[src/rtl/wb_pkg.sv]
// Shared types and default geometry for the wait buffer.
// The entry struct here matches the default parameter set of wait_buffer_v2.
package wb_pkg;

   localparam int unsigned WB_DATA_WIDTH     = 32;
   localparam int unsigned WB_ADDR_BITS      = 32;
   localparam int unsigned WB_BLOCK_ID_START = 5;
   localparam int unsigned WB_R_WIDTH        = 6;
   localparam int unsigned WB_ROB_TICKET     = 3;
   localparam int unsigned WB_DEPTH          = 8;

   localparam int unsigned BE_W  = WB_DATA_WIDTH / 8;
   localparam int unsigned CNT_W = $clog2(WB_DEPTH + 1);

   typedef struct packed {
      logic                     is_store;
      logic [WB_ADDR_BITS-1:0]  addr;
      logic [WB_DATA_WIDTH-1:0] data;
      logic [BE_W-1:0]          be;
      logic [WB_R_WIDTH-1:0]    dest;
      logic [WB_ROB_TICKET-1:0] ticket;
   } wb_entry_t;

   typedef enum logic {WB_IDLE, WB_WALK} wb_state_e;

endpackage

[src/rtl/wb_age_arbiter.sv]
// Rotating-priority one-hot picker: first request found walking from start,
// upward (oldest-first) or downward (youngest-first) modulo DEPTH.
module wb_age_arbiter #(
   parameter int unsigned DEPTH          = 8,
   parameter bit          YOUNGEST_FIRST = 1'b0
) (
   input  logic [DEPTH-1:0]         req,
   input  logic [$clog2(DEPTH)-1:0] start,
   output logic [DEPTH-1:0]         gnt
);

   localparam int unsigned IDX_BITS = $clog2(DEPTH);

   always_comb begin
      logic [IDX_BITS-1:0] idx;
      logic                found;
      gnt   = '0;
      found = 1'b0;
      idx   = start;
      for (int k = 0; k < DEPTH; k++) begin
         idx = YOUNGEST_FIRST ? (start - IDX_BITS'(k)) : (start + IDX_BITS'(k));
         if (!found && req[idx]) begin
            gnt[idx] = 1'b1;
            found    = 1'b1;
         end
      end
   end

endmodule

[src/rtl/wait_buffer_v2.sv]
// Age-ordered wait buffer for the non-blocking data cache: byte-accurate store
// forwarding to younger loads and per-block replay on refill.
module wait_buffer_v2
   import wb_pkg::*;
#(
   parameter int unsigned DATA_WIDTH     = WB_DATA_WIDTH,
   parameter int unsigned ADDR_BITS      = WB_ADDR_BITS,
   parameter int unsigned BLOCK_ID_START = WB_BLOCK_ID_START,
   parameter int unsigned R_WIDTH        = WB_R_WIDTH,
   parameter int unsigned ROB_TICKET     = WB_ROB_TICKET,
   parameter int unsigned DEPTH          = WB_DEPTH
) (
   input  logic                                clk,
   input  logic                                rst_n,
   input  logic                                wr_valid,
   output logic                                wr_ready,
   input  logic                                wr_is_store,
   input  logic [ADDR_BITS-1:0]                wr_addr,
   input  logic [DATA_WIDTH-1:0]               wr_data,
   input  logic [DATA_WIDTH/8-1:0]             wr_be,
   input  logic [R_WIDTH-1:0]                  wr_dest,
   input  logic [ROB_TICKET-1:0]               wr_ticket,
   input  logic [ADDR_BITS-1:0]                fwd_addr,
   input  logic [DATA_WIDTH/8-1:0]             fwd_be,
   output logic                                fwd_hit,
   output logic                                fwd_conflict,
   output logic [DATA_WIDTH-1:0]               fwd_data,
   input  logic                                refill_valid,
   output logic                                refill_ready,
   input  logic [ADDR_BITS-BLOCK_ID_START-1:0] refill_block,
   output logic                                rp_valid,
   input  logic                                rp_ready,
   output logic                                rp_is_store,
   output logic [ADDR_BITS-1:0]                rp_addr,
   output logic [DATA_WIDTH-1:0]               rp_data,
   output logic [DATA_WIDTH/8-1:0]             rp_be,
   output logic [R_WIDTH-1:0]                  rp_dest,
   output logic [ROB_TICKET-1:0]               rp_ticket,
   input  logic                                flush,
   output logic [$clog2(DEPTH+1)-1:0]          count,
   output logic                                empty,
   output logic                                in_walk
);

   localparam int unsigned BE_BITS  = DATA_WIDTH / 8;
   localparam int unsigned CNT_BITS = $clog2(DEPTH + 1);
   localparam int unsigned IDX_BITS = $clog2(DEPTH);

   typedef struct packed {
      logic                  is_store;
      logic [ADDR_BITS-1:0]  addr;
      logic [DATA_WIDTH-1:0] data;
      logic [BE_BITS-1:0]    be;
      logic [R_WIDTH-1:0]    dest;
      logic [ROB_TICKET-1:0] ticket;
   } entry_t;

   localparam int unsigned ENTRY_BITS = $bits(entry_t);

   entry_t              mem_q [DEPTH];
   logic [DEPTH-1:0]    valid_q, valid_d;
   logic [DEPTH-1:0]    snap_q, snap_d;
   logic [IDX_BITS-1:0] head_q, tail_q, youngest;
   logic [CNT_BITS-1:0] count_q;
   wb_state_e           state_q;

   logic                full, alloc, pop, refill_fire, rp_fire, fwd_any, fwd_cover;
   logic [DEPTH-1:0]    blk_match, fwd_match, rp_gnt, fwd_gnt;
   logic [ENTRY_BITS-1:0] rp_vec, fwd_vec;
   entry_t              rp_sel, fwd_sel;
   logic                unused_fwd_lsb;

   assign unused_fwd_lsb = ^fwd_addr[1:0];

   // Full/empty come from the span counter so head==tail is never ambiguous.
   assign full         = (count_q == CNT_BITS'(DEPTH));
   assign wr_ready     = ~full;
   assign alloc        = wr_valid & ~full;
   assign pop          = ~valid_q[head_q] & (count_q != '0);
   assign refill_ready = (state_q == WB_IDLE);
   assign in_walk      = (state_q == WB_WALK);
   assign rp_valid     = in_walk;
   assign refill_fire  = refill_valid & refill_ready;
   assign rp_fire      = rp_valid & rp_ready;
   assign count        = count_q;
   assign empty        = (count_q == '0);
   assign youngest     = tail_q - IDX_BITS'(1);

   always_comb begin
      blk_match = '0;
      fwd_match = '0;
      for (int i = 0; i < DEPTH; i++) begin
         blk_match[i] = (mem_q[i].addr[ADDR_BITS-1:BLOCK_ID_START] == refill_block);
         fwd_match[i] = valid_q[i] & mem_q[i].is_store &
                        (mem_q[i].addr[ADDR_BITS-1:2] == fwd_addr[ADDR_BITS-1:2]);
      end
   end

   wb_age_arbiter #(
      .DEPTH          (DEPTH),
      .YOUNGEST_FIRST (1'b0)
   ) u_rp_arb (
      .req   (snap_q),
      .start (head_q),
      .gnt   (rp_gnt)
   );

   wb_age_arbiter #(
      .DEPTH          (DEPTH),
      .YOUNGEST_FIRST (1'b1)
   ) u_fwd_arb (
      .req   (fwd_match),
      .start (youngest),
      .gnt   (fwd_gnt)
   );

   always_comb begin
      rp_vec  = '0;
      fwd_vec = '0;
      for (int i = 0; i < DEPTH; i++) begin
         rp_vec  = rp_vec  | ({ENTRY_BITS{rp_gnt[i]}}  & mem_q[i]);
         fwd_vec = fwd_vec | ({ENTRY_BITS{fwd_gnt[i]}} & mem_q[i]);
      end
   end

   assign rp_sel  = entry_t'(rp_vec);
   assign fwd_sel = entry_t'(fwd_vec);

   assign rp_is_store = rp_sel.is_store;
   assign rp_addr     = rp_sel.addr;
   assign rp_data     = rp_sel.data;
   assign rp_be       = rp_sel.be;
   assign rp_dest     = rp_sel.dest;
   assign rp_ticket   = rp_sel.ticket;

   assign fwd_any      = |fwd_match;
   assign fwd_cover    = ((fwd_sel.be & fwd_be) == fwd_be);
   assign fwd_hit      = fwd_any & fwd_cover;
   assign fwd_conflict = fwd_any & ~fwd_cover;
   assign fwd_data     = fwd_sel.data;

   // Snapshot only sees entries valid before the refill cycle.
   always_comb begin
      valid_d = valid_q;
      snap_d  = snap_q;
      if (rp_fire) begin
         valid_d = valid_d & ~rp_gnt;
         snap_d  = snap_d & ~rp_gnt;
      end
      if (alloc) begin
         valid_d[tail_q] = 1'b1;
      end
      if (refill_fire) begin
         snap_d = valid_q & blk_match;
      end
   end

   always_ff @(posedge clk) begin
      if (!rst_n || flush) begin
         valid_q <= '0;
         snap_q  <= '0;
         head_q  <= '0;
         tail_q  <= '0;
         count_q <= '0;
      end else begin
         valid_q <= valid_d;
         snap_q  <= snap_d;
         if (alloc) tail_q <= tail_q + IDX_BITS'(1);
         if (pop)   head_q <= head_q + IDX_BITS'(1);
         case ({alloc, pop})
            2'b10:   count_q <= count_q + CNT_BITS'(1);
            2'b01:   count_q <= count_q - CNT_BITS'(1);
            default: count_q <= count_q;
         endcase
      end
   end

   always_ff @(posedge clk) begin
      if (!rst_n || flush) begin
         state_q <= WB_IDLE;
      end else begin
         case (state_q)
            WB_IDLE: if (|snap_d)  state_q <= WB_WALK;
            WB_WALK: if (~|snap_d) state_q <= WB_IDLE;
            default: state_q <= WB_IDLE;
         endcase
      end
   end

   always_ff @(posedge clk) begin
      if (alloc) begin
         mem_q[tail_q] <= '{is_store: wr_is_store, addr: wr_addr, data: wr_data, be: wr_be,
                            dest: wr_dest, ticket: wr_ticket};
      end
   end

endmodule

[config.mk]
export PLATFORM = sky130hd
export DESIGN_NAME = wait_buffer_v2
export DESIGN_NICKNAME = d
export VERILOG_FILES = /design/src/rtl/wb_pkg.sv /design/src/rtl/wb_age_arbiter.sv /design/src/rtl/wait_buffer_v2.sv
export SDC_FILE = /design/constraint.sdc
export NUM_CORES = 1
export LEC_CHECK = 0
export CORE_MARGIN = 8
export CORE_UTILIZATION = 50
export DETAILED_ROUTE_END_ITERATION = 8
export PLACE_DENSITY = 0.67
export SLEW_MARGIN = 20
export SYNTH_ARGS = -nofsm -noshare
export SYNTH_HDL_FRONTEND = slang
export SYNTH_HIERARCHICAL = 1
export SYNTH_SLANG_ARGS = --single-unit
[constraint.sdc]
create_clock -name clk -period 19.85 [get_ports clk]
set_clock_uncertainty 0.15 [all_clocks]
set_input_delay 3.97 -clock clk [delete_from_list [all_inputs] [get_ports clk]]
set_output_delay 3.97 -clock clk [all_outputs]
set_load 0.02 [all_outputs]
==> qor.txt, run 1 <==
vias in the first global route: 23,100
Initial DRT Pass Iterations: 7
nature of the critical path endpoint: output pin
pwr/cell area: 83.2 nW/um^2
grt total ovfl: 0
outcome: finished, final reports clean
Min Hold Slack: 0.373 ns
Final Instance Area: 37,700 um^2
total setup buffers inserted after CTS: 0
PostCTS Resize Cnt: 0
required time of the worst setup path: 15.73 ns
min cycle time layout: 14.63 ns
Post-DP Area: 35,400 um^2
post-synthesis net count: 2,542
ys flop type: edfxtp_1
Hold Crit Class: reg2reg
relative slew slack: 0.223
CP Class: in2out
Max Transition Viols Final: 0
DR WL/cell: 35.5 um
Final Power: 3130 uW
routed vias/inst: 6.88
total die area: 72,400 um^2
Register-to-Register Path Depth: 16
critical-path cell list: clkdlybuf4s50_1, xor2_1, nor4_1, nand4_1, nor4_1, buf_4, mux2_2, nor3_1, or4_4, and3b_1, a32oi_2, a32oi_2, buf_4, a22o_1, a221oi_1, and4_1, a41oi_1, nand3_1, a21boi_1, clkdlybuf4s50_1
Synth Register Bits: 651
max cap viols: 0
Initial Utilization: 0.507
post-synthesis simple-gate area fraction: 0.0797
Clk Latency, worst-skew pair: 0.64 ns
non-filler cells, final: 3,481
number of synthesized flops with an enable pin: 624
TritonCTS clock tree: yes
library cells used by synthesis: 83
worst hold stages: 2
cts hold-fix bufs: 0
clk buf depth: 3
post-synthesis compound-gate area fraction: 0.128
async set-reset flop share out of synthesis: 0
VDD IR max: 0.0780 mV
largest fanout on the critical path: 36
post-synthesis xor/xnor area fraction: 0.129
number of routed nets with antenna violations: 0
Worst EP arrival: 10.51 ns
Synth warnings: 6
max incr delay on CP: 1.02 ns
Core ar.: 63,200 um^2
clk slew on worst S/H paths: 0.06 ns
Seq/Total Area, Yosys: 0.602
first-pass GRT wire length: 173 mm
Max Clk Rate: 68.3 MHz
Tcrit/Tclk final: 0.737
top-count cell post-synth: edfxtp_1
synth top area cells: edfxtp_1, a22oi_1, xor2_1
Core Rows: 92
slowest cell on the critical path: clkdlybuf4s50_1
Worst Setup Start Kind: input port
RSZ-0062 raised after global routing: false
final wirelength: 124 mm
share of the synthesized area in the top cell type: 0.585
multiplexer share of the synthesized area: 0.0249
area leader, netlist: edfxtp_1
Setup TNS Final: 0 ns
Commonest cells post-synth: edfxtp_1, a22oi_1, xor2_1, nand4_1, nor4_1
Clock Sinks: 651
post-DP HPWL: 81.9 mm
gr usage total: 0.334
IO buf count: 265
Hold Fails Final Rpt: 0
Post-Syn Area: 32,000 um^2
initial antenna violation count: 10
DRC: 0
CTS Buf Count: 70
Clk Tree Root Cell: clkbuf_16
H-tree Lvls: 3
Avg Synthesized Cell Area: 13.5 um^2
Adder-Cell Fraction of Synth Area: 0.00766
Final nets: 2,742
via count: 24,000
DIE HEIGHT: 269 um
Final Setup Violations: 0
combinational family with the most area after synthesis: XOR/XNOR gates
leakage power: 0.0119 uW
cell count after synthesis: 2,376
die width: 269 um
Post-Place Cells: 3,350
I/O Pins: 268
Slew @ Worst Pin: 1.17 ns
GPL Wtd Cong: 1.06
area growth from synthesis to layout: 17.7%
layout cell share with drive strength beyond 1: 0.0829
largest net degree at the start of global routing: 64
DRT iter0 DRCs: 3,891
## sequential cells by signal, indices dropped and copies added (netlist names)
| signal | cells |
|---|---|
| mem_q | 624 |
| count | 4 |
| head_q | 3 |
| snap_q | 8 |
| tail_q | 3 |
| valid_q | 8 |
| in_walk | 1 |
## final timing paths
path / endpoint / slack (ns) / startpoint
worst max-delay path: fwd_conflict / 5.22 / fwd_addr[28]
worst min-delay path: count[3]$_SDFFE_PP0P_ / 0.37 / count[3]$_SDFFE_PP0P_
worst max register to register: in_walk$_SDFF_PP0_ / 12.45 / head_q[0]$_SDFFE_PP0P_
worst min register to register: count[3]$_SDFFE_PP0P_ / 0.37 / count[3]$_SDFFE_PP0P_
## cells by family (layout without fill, tap and decap cells)
logic type	after synthesis	in the layout
compound gates	542	542
xor+xnor	470	470
fa+ha+maj	19	19
buf+inv	206	461
flops	651	651
mux	50	50
other cells	0	4
simple gates	438	438
## routing by layer
| layer | vias up | track usage | routed length, um |
|---|---|---|---|
| li1 | 9872 | - | - |
| met1 | 12000 | 0.453 | 46700 |
| met2 | 1804 | 0.513 | 56300 |
| met3 | 270 | 0.0863 | 15300 |
| met4 | 14 | 0.131 | 5390 |
| met5 | - | 0 | 96 |
## cell usage in the layout (no fill, tap or decap), types with 7 or more instances in the layout
cell type,count
a22o_1,8
nand3_1,19
clkinv_1,19
ha_1,18
a21oi_1,17
nand2_1,51
nor3_1,7
buf_4,51
mux4_2,17
xnor2_1,94
clkdlybuf4s50_1,265
xor2_1,375
edfxtp_1,624
mux2i_1,11
nand4_1,174
nor2b_1,9
a22oi_1,440
clkbuf_16,70
nor2_1,36
mux2_2,14
o21ai_0,10
a31oi_1,8
nor4_1,106
inv_1,15
dfxtp_1,27
clkbuf_1,14
## critical path: cells and delay by family
kind                   cells  cell delay (ns)
buffers and inverters      4             2.25
multiplexers               1             0.17
XOR/XNOR                   1             0.32
AND/OR/NAND/NOR            8             2.50
AO/OA/AOI/OAI              6             1.28
## layout make-up
cell class                 instances  area (um^2)
timing repair buffer             316         3040
multi-input combinational       1519        12000
sequential                       651        19300
clock buffer                      84         1800
antenna                            4         10.0
clock inverter                    43          460
fill                            4965        25500
inverter                          18         77.6
tap                              846         1060
## through the flow
stage	utilization	setup slack (ns)
3_3_place_gp	0.560	5.32
3_5_place_dp	0.560	5.27
6_report	0.596	5.22
4_1_cts	0.596	5.29
2_1_floorplan	-	7.12
5_1_grt	0.596	5.03
## power breakdown
group / total (uW) / internal [uW] / switching, uW
combinational: 309 / 111 / 199
sequential: 1540 / 1530 / 14.3
clock: 1290 / 726 / 560
(Power assumes the default switching activity.)
==> run 2, diff against run 1 <==
--- a/config.mk
+++ b/config.mk
@@ -8,7 +8,7 @@
 export CORE_MARGIN = 8
 export CORE_UTILIZATION = 50
 export DETAILED_ROUTE_END_ITERATION = 8
-export PLACE_DENSITY = 0.67
+export PLACE_DENSITY = 0.7
 export SLEW_MARGIN = 20
 export SYNTH_ARGS = -nofsm -noshare
 export SYNTH_HDL_FRONTEND = slang
==> constraint.sdc (replaced) <==
create_clock -name clk -period 12.7 [get_ports clk]
set_clock_uncertainty 0.15 [all_clocks]
set_input_delay 2.54 -clock clk [delete_from_list [all_inputs] [get_ports clk]]
set_output_delay 2.54 -clock clk [all_outputs]
set_load 0.02 [all_outputs]
==> run 2 against run 1 <==
Against the previous run:
- non-clock buffer count grew 5
- via count grew 0.62%
- critical endpoint unchanged
- sequential power is 56% higher
- routed wire length increased by 0.17%
- largest power group unchanged
==> qor.txt, run 2 (synthesis results as in run 1) <==
Largest Register: mem_q
Core Rows: 92
Setup TNS Final: 0 ns
worst hold endpoint: count[3]$_SDFFE_PP0P_
Max Transition Viols Final: 0
DRC: 0
slowest cell on the critical path: nor4_1
Post-Place Cells: 3,355
Worst Setup Start Kind: input port
Final Power: 4940 uW
required time of the worst setup path: 10.01 ns
setup ws final: 1.11 ns
Final Instance Area: 37,800 um^2
outcome: finished, final reports clean
DIE HEIGHT: 269 um
Clock Sinks: 651
total setup buffers inserted after CTS: 0
Hold Crit Class: reg2reg
max reg flops: 624
clk buf depth: 3
RSZ-0062 raised after global routing: false
initial antenna violation count: 7
cts hold-fix bufs: 0
DRT iter0 DRCs: 3,995
Clk Latency, worst-skew pair: 0.63 ns
most frequent cells in the layout: edfxtp_1, a22oi_1, xor2_1, clkdlybuf4s50_1, nand4_1
largest net degree at the start of global routing: 80
number of routed nets with antenna violations: 0
Tcrit/Tclk final: 0.912
critical-path cell list: clkdlybuf4s50_1, xor2_1, nor4_1, nand4_1, nor4_1, buf_4, mux2_2, nor3_1, or4_4, and3b_1, a32oi_2, a32oi_2, buf_4, a22o_1, a221oi_1, and4_1, a41oi_1, nand3_1, a21boi_1, clkdlybuf4s50_1
relative slew slack: 0.205
total die area: 72,400 um^2
Worst EP arrival: 8.90 ns
post-DP HPWL: 83.5 mm
Post-DP Area: 35,500 um^2
CTS Buf Count: 72
gr usage total: 0.334
DR WL/cell: 35.6 um
dpl ws: 1.34 ns
max cap viols: 0
max incr delay on CP: 0.83 ns
leakage power: 0.0120 uW
vias in the first global route: 23,300
clk slew on worst S/H paths: 0.06 ns
PostCTS Resize Cnt: 0
layout cell share with drive strength beyond 1: 0.0835
Max Clk Rate: 86.3 MHz
H-tree Lvls: 3
VDD IR max: 0.131 mV
area growth from synthesis to layout: 18.0%
Register-to-Register Path Depth: 13
Largest regs: mem_q (624), snap_q (8), valid_q (8)
worst hold stages: 2
# fillers: 4,887
routed vias/inst: 6.92
Slew @ Worst Pin: 1.18 ns
TritonCTS clock tree: yes
nature of the critical path endpoint: output pin
Hold Fails Final Rpt: 0
Initial Utilization: 0.507
Hold Startpoint: count[3]$_SDFFE_PP0P_
via count: 24,100
GPL Wtd Cong: 1.03
Final Setup Violations: 0
non-filler cells, final: 3,482
R2R Setup Slk: 6.23 ns
Clk Tree Root Cell: clkbuf_16
die width: 269 um
Reg-to-Reg End: in_walk$_SDFF_PP0_
Final nets: 2,749
final wirelength: 124 mm
IO buf count: 265
grt total ovfl: 0
Initial DRT Pass Iterations: 8
CP Class: in2out
reg-to-reg critical path startpoint: head_q[0]$_SDFFE_PP0P_
pwr/cell area: 131 nW/um^2
most common cell after layout, fill and taps aside: edfxtp_1
first-pass GRT wire length: 173 mm
Core ar.: 63,200 um^2
largest fanout on the critical path: 16
I/O Pins: 268
min cycle time layout: 11.59 ns
## run 2: per-layer routing
metal / global-route usage / vias to the layer above / part of all wire
met3: 0.0845 / 303 / 0.12
met2: 0.512 / 1834 / 0.45
li1: - / 9881 / -
met5: 0 / - / 0.00029
met1: 0.461 / 12100 / 0.38
met4: 0.120 / 6 / 0.044
## run 2: layout make-up
class,count,area [um^2],share of cell area
Clock buffer,86,1880,0.0497
Antenna cell,2,5.00,0.000133
Clock inverter,39,410,0.0109
Timing Repair Buffer,321,3110,0.0824
Tap cell,846,1060,0.0280
Multi-Input combinational cell,1519,12000,0.317
Sequential cell,651,19300,0.510
Inverter,18,77.6,0.00205
## run 2: power breakdown
group	total (uW)	internal, uW	leakage [uW]	switching (uW)
sequential	2410	2390	0.00589	22.7
clock	2040	1170	0.00110	875
combinational	488	174	0.00501	315
total	4940	3720	0.0120	1210
## run 2: how the worst max path moves through the flow
| stage | from | endpoint | slack (ns) |
|---|---|---|---|
| 2_1_floorplan | wr_valid | mem_q[0][0]$_DFFE_PP_ | 1.40 |
| 3_3_place_gp | fwd_addr[4] | fwd_conflict | 1.35 |
| 3_5_place_dp | fwd_addr[4] | fwd_conflict | 1.34 |
| 4_1_cts | fwd_addr[4] | fwd_conflict | 1.31 |
| 5_1_grt | fwd_addr[4] | fwd_conflict | 1.03 |
| 6_report | fwd_addr[4] | fwd_conflict | 1.11 |
## run 2: per-stage QoR
stage	util	hold WS, ns
floorplan	-	0.310
global placement	0.561	0.384
detailed placement	0.561	0.379
CTS	0.598	0.411
global route	0.598	0.447
finish	0.598	0.412
## run 2: worst max-delay path: cells and delay by family
| family | cells | cell delay [ns] |
|---|---|---|
| AOI/OAI and AO/OA | 6 | 1.25 |
| xor gates and xnor gates | 1 | 0.30 |
| buffers and inverters | 4 | 1.86 |
| muxes | 1 | 0.19 |
| and+or+nand+nor | 8 | 2.73 |
